===== config.mk =====
export PLATFORM = sky130hd
export DESIGN_NAME = vec_fp_mul_engine
export DESIGN_NICKNAME = d
export VERILOG_FILES = /design/src/rtl/vfpm_pkg.sv /design/src/rtl/fp32_mul_pipe.sv /design/src/rtl/vec_fp_mul_engine.sv
export SDC_FILE = /design/constraint.sdc
export NUM_CORES = 2
export LEC_CHECK = 0
export CAP_MARGIN = 5
export CORE_ASPECT_RATIO = 0.9
export CORE_MARGIN = 4
export CORE_UTILIZATION = 25
export DETAILED_ROUTE_END_ITERATION = 8
export GPL_TIMING_DRIVEN = 0
export PLACE_DENSITY = 0.46
export SETUP_SLACK_MARGIN = 0.05
export SLEW_MARGIN = 20
export SYNTH_ARGS = -nofsm -noshare
export SYNTH_HDL_FRONTEND = slang
export SYNTH_SLANG_ARGS = --single-unit
export TNS_END_PERCENT = 100

===== constraint.sdc =====
create_clock -name Clk -period 9.2 [get_ports Clk]
set_input_delay 2.76 -clock Clk [delete_from_list [all_inputs] [get_ports Clk]]
set_output_delay 2.76 -clock Clk [all_outputs]
set_load 0.01 [all_outputs]

===== src/rtl/vfpm_pkg.sv =====
// -----------------------------------------------------------------------------
// vfpm_pkg
// Shared definitions for the vector FP32 multiplier engine:
//   - binary32 field widths and exponent bias
//   - canonical quiet NaN produced for invalid operations
//   - bit positions inside the 3-bit {inv, ovf, unf} flag vector
//   - engine FSM state encoding
//   - operand classification helper
// -----------------------------------------------------------------------------
package vfpm_pkg;

  localparam int FP_W  = 32;
  localparam int EXP_W = 8;
  localparam int MAN_W = 23;
  localparam int BIAS  = 127;

  localparam logic [FP_W-1:0]  QNAN    = 32'h7FC0_0000;
  localparam logic [EXP_W-1:0] EXP_ALL = 8'hFF;

  // Flag vector layout: {inv, ovf, unf}
  localparam int FLAG_INV = 2;
  localparam int FLAG_OVF = 1;
  localparam int FLAG_UNF = 0;

  typedef enum logic [1:0] {
    ST_IDLE  = 2'd0,
    ST_RUN   = 2'd1,
    ST_DRAIN = 2'd2
  } state_e;

  typedef struct packed {
    logic zero;  // exponent field 0: true zero or denormal (flushed)
    logic inf;
    logic nan;
  } fp_class_t;

  // Classify one binary32 operand; denormals are reported as zero.
  function automatic fp_class_t fp32_classify(input logic [FP_W-1:0] v);
    fp_class_t c;
    c.zero = (v[MAN_W +: EXP_W] == 8'h00);
    c.inf  = (v[MAN_W +: EXP_W] == EXP_ALL) && (v[MAN_W-1:0] == 23'h0);
    c.nan  = (v[MAN_W +: EXP_W] == EXP_ALL) && (v[MAN_W-1:0] != 23'h0);
    return c;
  endfunction

endpackage


===== src/rtl/fp32_mul_pipe.sv =====
// -----------------------------------------------------------------------------
// fp32_mul_pipe
// Three-stage binary32 multiplier with valid/index sideband.
//   S1: classify operands, sign XOR, 10-bit signed exponent ea+eb-127
//   S2: 24x24 mantissa product
//   S3: normalise, round-to-nearest-even, special-value selection, pack
// Ports:
//   Clk, reset              clock / async active-low reset
//   in_valid, in_idx        issue strobe and element index
//   in_a, in_b              operands
//   out_valid, out_idx      registered S3 strobe and element index
//   out_data, out_flags     registered product and {inv, ovf, unf}
// -----------------------------------------------------------------------------
module fp32_mul_pipe
  import vfpm_pkg::*;
#(
  parameter int AW = 5
) (
  input  logic          Clk,
  input  logic          reset,
  input  logic          in_valid,
  input  logic [AW-1:0] in_idx,
  input  logic [31:0]   in_a,
  input  logic [31:0]   in_b,
  output logic          out_valid,
  output logic [AW-1:0] out_idx,
  output logic [31:0]   out_data,
  output logic [2:0]    out_flags
);

  // ---------------- S1 ----------------
  fp_class_t  ca_s;
  fp_class_t  cb_s;
  logic       s1_inv_s;
  logic       s1_inf_s;
  logic       s1_zero_s;
  logic [9:0] s1_exp_s;

  logic          s1_valid_r;
  logic [AW-1:0] s1_idx_r;
  logic          s1_sign_r;
  logic [9:0]    s1_exp_r;
  logic          s1_inv_r;
  logic          s1_inf_r;
  logic          s1_zero_r;
  logic [23:0]   s1_ma_r;
  logic [23:0]   s1_mb_r;

  // Operand classification and exponent sum (10-bit two's complement)
  always_comb begin
    ca_s      = fp32_classify(in_a);
    cb_s      = fp32_classify(in_b);
    s1_inv_s  = ca_s.nan | cb_s.nan | (ca_s.inf & cb_s.zero) | (ca_s.zero & cb_s.inf);
    s1_inf_s  = ca_s.inf | cb_s.inf;
    s1_zero_s = ca_s.zero | cb_s.zero;
    s1_exp_s  = {2'b00, in_a[30:23]} + {2'b00, in_b[30:23]} - 10'(BIAS);
  end

  // S1 pipeline register
  always_ff @(posedge Clk or negedge reset) begin
    if (!reset) begin
      s1_valid_r <= 1'b0;
      s1_idx_r   <= '0;
      s1_sign_r  <= 1'b0;
      s1_exp_r   <= 10'd0;
      s1_inv_r   <= 1'b0;
      s1_inf_r   <= 1'b0;
      s1_zero_r  <= 1'b0;
      s1_ma_r    <= 24'd0;
      s1_mb_r    <= 24'd0;
    end else begin
      s1_valid_r <= in_valid;
      s1_idx_r   <= in_idx;
      s1_sign_r  <= in_a[31] ^ in_b[31];
      s1_exp_r   <= s1_exp_s;
      s1_inv_r   <= s1_inv_s;
      s1_inf_r   <= s1_inf_s;
      s1_zero_r  <= s1_zero_s;
      s1_ma_r    <= {1'b1, in_a[22:0]};
      s1_mb_r    <= {1'b1, in_b[22:0]};
    end
  end

  // ---------------- S2 ----------------
  logic          s2_valid_r;
  logic [AW-1:0] s2_idx_r;
  logic          s2_sign_r;
  logic [9:0]    s2_exp_r;
  logic          s2_inv_r;
  logic          s2_inf_r;
  logic          s2_zero_r;
  logic [47:0]   s2_prod_r;

  // S2 pipeline register holding the full 48-bit mantissa product
  always_ff @(posedge Clk or negedge reset) begin
    if (!reset) begin
      s2_valid_r <= 1'b0;
      s2_idx_r   <= '0;
      s2_sign_r  <= 1'b0;
      s2_exp_r   <= 10'd0;
      s2_inv_r   <= 1'b0;
      s2_inf_r   <= 1'b0;
      s2_zero_r  <= 1'b0;
      s2_prod_r  <= 48'd0;
    end else begin
      s2_valid_r <= s1_valid_r;
      s2_idx_r   <= s1_idx_r;
      s2_sign_r  <= s1_sign_r;
      s2_exp_r   <= s1_exp_r;
      s2_inv_r   <= s1_inv_r;
      s2_inf_r   <= s1_inf_r;
      s2_zero_r  <= s1_zero_r;
      s2_prod_r  <= {24'd0, s1_ma_r} * {24'd0, s1_mb_r};
    end
  end

  // ---------------- S3 ----------------
  logic        norm_s;
  logic [23:0] mant_s;
  logic        guard_s;
  logic        sticky_s;
  logic        round_up_s;
  logic [24:0] mant_rnd_s;
  logic [22:0] frac_s;
  logic [9:0]  exp_fin_s;
  logic [31:0] res_data_s;
  logic [2:0]  res_flags_s;

  // Normalise, round to nearest-even, then apply special-value priority
  always_comb begin
    norm_s     = s2_prod_r[47];
    mant_s     = norm_s ? s2_prod_r[47:24] : s2_prod_r[46:23];
    guard_s    = norm_s ? s2_prod_r[23]    : s2_prod_r[22];
    sticky_s   = norm_s ? (|s2_prod_r[22:0]) : (|s2_prod_r[21:0]);
    round_up_s = guard_s & (sticky_s | mant_s[0]);
    mant_rnd_s = {1'b0, mant_s} + {24'd0, round_up_s};
    // A carry out of rounding leaves 1.000..0, so the shifted fraction is zero.
    frac_s     = mant_rnd_s[24] ? mant_rnd_s[23:1] : mant_rnd_s[22:0];
    exp_fin_s  = s2_exp_r + {9'd0, norm_s} + {9'd0, mant_rnd_s[24]};

    res_data_s  = 32'h0000_0000;
    res_flags_s = 3'b000;
    if (s2_inv_r) begin
      res_data_s            = QNAN;
      res_flags_s[FLAG_INV] = 1'b1;
    end else if (s2_inf_r) begin
      res_data_s = {s2_sign_r, EXP_ALL, 23'h0};
    end else if (s2_zero_r) begin
      res_data_s = {s2_sign_r, 31'h0};
    end else if ($signed(exp_fin_s) >= 10'sd255) begin
      res_data_s            = {s2_sign_r, EXP_ALL, 23'h0};
      res_flags_s[FLAG_OVF] = 1'b1;
    end else if ($signed(exp_fin_s) <= 10'sd0) begin
      res_data_s            = {s2_sign_r, 31'h0};
      res_flags_s[FLAG_UNF] = 1'b1;
    end else begin
      res_data_s = {s2_sign_r, exp_fin_s[7:0], frac_s};
    end
  end

  // S3 output register
  always_ff @(posedge Clk or negedge reset) begin
    if (!reset) begin
      out_valid <= 1'b0;
      out_idx   <= '0;
      out_data  <= 32'h0000_0000;
      out_flags <= 3'b000;
    end else begin
      out_valid <= s2_valid_r;
      out_idx   <= s2_idx_r;
      out_data  <= res_data_s;
      out_flags <= res_flags_s;
    end
  end

endmodule


===== src/rtl/vec_fp_mul_engine.sv =====
// -----------------------------------------------------------------------------
// vec_fp_mul_engine
// Vector binary32 multiplier: C[i] = A[i] * B[i] for i = 0..VLEN-1.
// Owns operand banks A/B, result bank C (data + flags), the run FSM, the
// issue pointer and the sticky flag accumulator.
// Ports:
//   Clk, reset                     clock / async active-low reset
//   ld_en, ld_sel, ld_addr, ld_data operand load (ignored while busy)
//   start                          begin a run (sampled in IDLE only)
//   busy, done                     run status / one-cycle completion pulse
//   rd_addr, rd_data, rd_flags     result readback, 1-cycle latency
//   sticky_flags                   OR of {inv, ovf, unf} since last start
// -----------------------------------------------------------------------------
module vec_fp_mul_engine
  import vfpm_pkg::*;
#(
  parameter int VLEN = 32,
  parameter int AW   = $clog2(VLEN)
) (
  input  logic          Clk,
  input  logic          reset,
  input  logic          ld_en,
  input  logic          ld_sel,
  input  logic [AW-1:0] ld_addr,
  input  logic [31:0]   ld_data,
  input  logic          start,
  output logic          busy,
  output logic          done,
  input  logic [AW-1:0] rd_addr,
  output logic [31:0]   rd_data,
  output logic [2:0]    rd_flags,
  output logic [2:0]    sticky_flags
);

  localparam logic [AW-1:0] LAST_IDX = AW'(VLEN - 1);
  localparam logic [AW-1:0] ONE_IDX  = AW'(1);

  state_e        state_r;
  state_e        state_n;
  logic [AW-1:0] ptr_r;
  logic [1:0]    drain_cnt_r;
  logic          busy_r;
  logic          done_r;
  logic [31:0]   rd_data_r;
  logic [2:0]    rd_flags_r;
  logic [2:0]    sticky_r;
  logic          issue_valid_s;
  logic          start_acc_s;

  logic [31:0] a_bank_r   [VLEN];
  logic [31:0] b_bank_r   [VLEN];
  logic [31:0] res_data_r [VLEN];
  logic [2:0]  res_flags_r[VLEN];

  logic          p_valid_s;
  logic [AW-1:0] p_idx_s;
  logic [31:0]   p_data_s;
  logic [2:0]    p_flags_s;

  assign busy         = busy_r;
  assign done         = done_r;
  assign rd_data      = rd_data_r;
  assign rd_flags     = rd_flags_r;
  assign sticky_flags = sticky_r;

  // FSM state register
  always_ff @(posedge Clk or negedge reset) begin
    if (!reset) begin
      state_r <= ST_IDLE;
    end else begin
      state_r <= state_n;
    end
  end

  // FSM next-state and issue control
  always_comb begin
    state_n       = state_r;
    issue_valid_s = 1'b0;
    start_acc_s   = 1'b0;
    case (state_r)
      ST_IDLE: begin
        if (start) begin
          state_n     = ST_RUN;
          start_acc_s = 1'b1;
        end else begin
          state_n = ST_IDLE;
        end
      end
      ST_RUN: begin
        issue_valid_s = 1'b1;
        if (ptr_r == LAST_IDX) begin
          state_n = ST_DRAIN;
        end else begin
          state_n = ST_RUN;
        end
      end
      ST_DRAIN: begin
        // done_r is high exactly in the cycle the last result is written.
        if (done_r) begin
          state_n = ST_IDLE;
        end else begin
          state_n = ST_DRAIN;
        end
      end
      default: begin
        state_n = ST_IDLE;
      end
    endcase
  end

  // Issue pointer, drain timer and registered status outputs
  always_ff @(posedge Clk or negedge reset) begin
    if (!reset) begin
      ptr_r       <= '0;
      drain_cnt_r <= 2'd0;
      busy_r      <= 1'b0;
      done_r      <= 1'b0;
    end else begin
      if (start_acc_s) begin
        ptr_r <= '0;
      end else if (issue_valid_s) begin
        ptr_r <= ptr_r + ONE_IDX;
      end
      if (state_r == ST_DRAIN) begin
        drain_cnt_r <= drain_cnt_r + 2'd1;
      end else begin
        drain_cnt_r <= 2'd0;
      end
      // Last element sits in S2 during the second DRAIN cycle, so the pulse
      // lands on the cycle its S3 result is written to the bank.
      done_r <= (state_r == ST_DRAIN) && (drain_cnt_r == 2'd1);
      busy_r <= (state_n != ST_IDLE);
    end
  end

  // Operand bank writes, only accepted while idle
  always_ff @(posedge Clk) begin
    if (ld_en && (state_r == ST_IDLE)) begin
      if (ld_sel) begin
        b_bank_r[ld_addr] <= ld_data;
      end else begin
        a_bank_r[ld_addr] <= ld_data;
      end
    end
  end

  // Result bank writes from the pipeline output
  always_ff @(posedge Clk) begin
    if (p_valid_s) begin
      res_data_r[p_idx_s]  <= p_data_s;
      res_flags_r[p_idx_s] <= p_flags_s;
    end
  end

  // Readback registers (read-before-write against the bank) and sticky flags
  always_ff @(posedge Clk or negedge reset) begin
    if (!reset) begin
      rd_data_r  <= 32'h0000_0000;
      rd_flags_r <= 3'b000;
      sticky_r   <= 3'b000;
    end else begin
      rd_data_r  <= res_data_r[rd_addr];
      rd_flags_r <= res_flags_r[rd_addr];
      if (start_acc_s) begin
        sticky_r <= 3'b000;
      end else if (p_valid_s) begin
        sticky_r <= sticky_r | p_flags_s;
      end
    end
  end

  fp32_mul_pipe #(
    .AW (AW)
  ) u_pipe (
    .Clk       (Clk),
    .reset     (reset),
    .in_valid  (issue_valid_s),
    .in_idx    (ptr_r),
    .in_a      (a_bank_r[ptr_r]),
    .in_b      (b_bank_r[ptr_r]),
    .out_valid (p_valid_s),
    .out_idx   (p_idx_s),
    .out_data  (p_data_s),
    .out_flags (p_flags_s)
  );

endmodule

==> impl_metrics.json <==
{
  "outcome": "finished, final reports clean",
  "routed_wl_microns": 507000,
  "finalCritPeriodShare_pct": 92.7,
  "cts-htree-levels": 5,
  "final-hold-violation-count": 0,
  "stdcell_area_sq_um": 176000,
  "synthAdderAreaFrac_pct": 8.18,
  "grt_pass1_vias": 80998,
  "hp-class": "flop to flop",
  "crit_required_ps": 10040,
  "clkLatencyLatePin_ps": 1010,
  "io_buffers": 78,
  "wl_per_cell_microns": 30.5,
  "crit_path_end_kind": "flop",
  "syn_nets": 8504,
  "synth_area_sq_um": 147000,
  "holdWs_ps": 340,
  "hold_depth": 0,
  "grt_pass1_wl_microns": 691000,
  "relSlewSlack_pct": 14.9,
  "synth-simple-area-share_pct": 3.61,
  "synth-compound-area-share_pct": 2.14,
  "gp_congestion": 0.844,
  "ys_warn_count": 0,
  "dp.final_hpwl_microns": 360000,
  "routed-wl-met2_microns": 239000,
  "final_antenna_net_count": 0,
  "cp_data_arrival_time_ps": 9370,
  "place_area_sq_um": 165000,
  "fin_crit_ps": 8530,
  "drc": 0,
  "setup-tns-final_ps": 0,
  "area_growth_pct": 19.6,
  "cts_hold_buf": 0,
  "io-pin-count": 87,
  "fin_nets": 9203,
  "synth.most_common_cell": "edfxtp_1",
  "synthDistinctLibCells": 77,
  "cts_tree": "yes",
  "worst_pin_slew_ps": 1280,
  "final-max-slew-violation-count": 0,
  "dpl_worst_slack_ps": -221,
  "cp_max_fo": 10,
  "synth_area_leader_cell": "edfxtp_1",
  "startpoint_type": "flop",
  "layout-drive-gt1-share_pct": 23.0,
  "r2r_slack_ps": 670,
  "ys.flop_type": "edfxtp_1",
  "skew_ps": 122,
  "synth-edff-count": 3168,
  "numCtsBuffers": 344,
  "startpoint": "u_pipe.s1_ma_r[20]$_DFF_PN0_",
  "rsz0062_at_grt": "no",
  "ys_seq_area_share_pct": 68.4,
  "min_from": "u_pipe.s1_exp_r[0]$_DFF_PN0_",
  "synth_top_family_by_area": "multiplexers",
  "vias": 79393,
  "grtUsageTotal_pct": 16.5,
  "drtIter0Drc": 10150,
  "r2r_start": "u_pipe.s1_ma_r[20]$_DFF_PN0_",
  "wl_met3_microns": 36300,
  "clock_sinks": 3393,
  "r2r_cells": 25,
  "avgSynthCellArea_sq_um": 18.9,
  "fin_ws_ps": 673,
  "ys_top_cells_by_area": "edfxtp_1 (65%), mux4_2 (12%), fa_1 (6.6%)",
  "netlist_instances": 7785,
  "clk_root_buffer_cell": "clkbuf_16",
  "coreArea_sq_um": 587000,
  "r2r_end": "u_pipe.s2_prod_r[47]$_DFF_PN0_",
  "maxCapViolations": 0,
  "synth_top_area_share_pct": 64.6,
  "vias_per_cell": 4.79,
  "grt-ovfl-total": 0,
  "num_rows": 267,
  "max_clock_freq_mhz": 117,
  "hold_end": "u_pipe.s2_exp_r[0]$_DFF_PN0_",
  "setup_viol": 0,
  "dr.pass1.iters": 5,
  "grt_max_degree": 80,
  "m1WireLength_microns": 217000,
  "fillers": 57297,
  "dieArea_sq_um": 602000,
  "synth_xor_area_share_pct": 0.559,
  "die_x_microns": 817,
  "cts_buffer_depth": 4,
  "top_layer": "met5",
  "async_flop_share_pct": 6.63,
  "synth-seq-cells": 3393,
  "path_clk_slew_ps": 70,
  "critical_path_class": "flop to flop",
  "antenna_found_initial": 40,
  "synthMuxAreaShare_pct": 14.4,
  "die_y_microns": 736,
  "ys_top_cells_by_count": "edfxtp_1 (3168), mux4_2 (809), inv_1 (575)",
  "initial_core_util_pct": 25.1
}
## worst max-delay path by stage
stage	cells past startpoint	to	slack, ps
after floorplan	25	u_pipe.s2_prod_r[45]$_DFF_PN0_	2530
after global placement	1	u_pipe.s1_ma_r[19]$_DFF_PN0_	-6420
after detailed placement	27	u_pipe.out_data[17]$_DFF_PN0_	-220
after CTS	27	u_pipe.out_data[15]$_DFF_PN0_	230
after global routing	27	u_pipe.out_data[15]$_DFF_PN0_	210
final	25	u_pipe.s2_prod_r[47]$_DFF_PN0_	670
## stage by stage
stage	cells	util, %
2_1_floorplan	7785	-
3_3_place_gp	15664	26.9
3_5_place_dp	15939	28.1
4_1_cts	16575	30.0
5_1_grt	16576	30.0
6_report	16589	30.0
## worst max-delay path: stages, from the launching register on
cell and delay [ps]:
dfrtp_1 690, clkbuf_1 870, nand2_1 190, fa_1 570, inv_1 50, fa_1 550
inv_1 60, fa_1 500, inv_1 50, fa_1 500, fa_1 420, fa_1 540
inv_1 60, fa_1 620, inv_1 100, ha_1 290, clkbuf_1 320, nand4_1 280
nor3_1 240, nand4b_1 110, a31oi_1 370, nor3_1 150, a21oi_1 370, a31o_2 240
a21oi_1 80, xnor2_1 130
## cells in the final DEF, fill, tap and decap left out, types with 22 or more instances in the layout
| cell | netlist | final |
|---|---|---|
| a21o_1 | 32 | 32 |
| a21oi_1 | 117 | 116 |
| and2_1 | 291 | 291 |
| buf_12 | 1 | 134 |
| buf_16 | 0 | 125 |
| buf_2 | 74 | 101 |
| buf_4 | 33 | 68 |
| buf_6 | 17 | 22 |
| bufinv_16 | 0 | 30 |
| clkbuf_1 | 221 | 259 |
| clkbuf_16 | 0 | 348 |
| clkbuf_2 | 0 | 47 |
| clkdlybuf4s50_1 | 0 | 45 |
| clkinv_1 | 0 | 67 |
| clkinv_2 | 0 | 59 |
| dfrtp_1 | 225 | 216 |
| edfxtp_1 | 3168 | 3168 |
| fa_1 | 484 | 484 |
| ha_1 | 188 | 188 |
| inv_1 | 575 | 575 |
| mux2_2 | 57 | 57 |
| mux2i_1 | 220 | 220 |
| mux4_2 | 809 | 809 |
| nand2_1 | 414 | 414 |
| nand3_1 | 34 | 33 |
| nor2_1 | 196 | 97 |
| nor2_4 | 0 | 96 |
| nor3_1 | 29 | 23 |
| o21ai_0 | 59 | 57 |
| o221ai_1 | 32 | 32 |
| o22ai_1 | 76 | 76 |
| xnor2_1 | 59 | 59 |
| xor2_1 | 35 | 35 |
## kinds of logic (layout without fill, tap and decap cells)
logic type               count (synthesis)  count (layout)
AO/OA/AOI/OAI                          470             470
XOR/XNOR                                94              94
adder cells (fa/ha/maj)                672             672
buffers and inverters                  969            1958
flip-flops                            3393            3393
multiplexers                          1091            1091
other                                    1              15
AND/OR/NAND/NOR                       1095            1095
## registers in the layout, summed over array words and instances (netlist names), 5 cells and up
signal,count
a_bank_r,1024
b_bank_r,1024
res_data_r,1024
res_flags_r,96
u_pipe.s2_prod_r,48
rd_data,32
u_pipe.out_data,32
u_pipe.s1_ma_r,24
u_pipe.s1_mb_r,23
u_pipe.s1_exp_r,10
u_pipe.s2_exp_r,10
ptr_r,5
u_pipe.out_idx,5
u_pipe.s1_idx_r,5
u_pipe.s2_idx_r,5
## routing by layer
layer	up-vias	GRT usage [%]
li1	31533	-
met1	43771	22.9
met2	3427	26.9
met3	648	2.64
met4	14	4.25
met5	-	0
## area by class of cell
type                            count  area, sq um  share of cell area [%]
Sequential cell                  3393       101000                    57.2
Buffer                            393         1920                    1.09
Multi-Input combinational cell   3423        43400                    24.7
Inverter                          576         2160                    1.23
Timing Repair Buffer              353         6960                    3.95
Clock buffer                      444         9240                    5.24
Tap cell                         7801         9760                    5.54
Clock inverter                    192         1910                    1.09
Antenna cell                       14         35.0                  0.0199
## timing repair
item                       4_1_cts  5_1_grt
resized for setup                5        2
setup buffers                    0        0
pin swaps                        0        0
setup endpoints to repair       12       12
gates cloned                     0        0
Power is left out: the tool's default activity adds up to more than one toggle a clock period on the data nets, which glitch-free logic cannot reach.
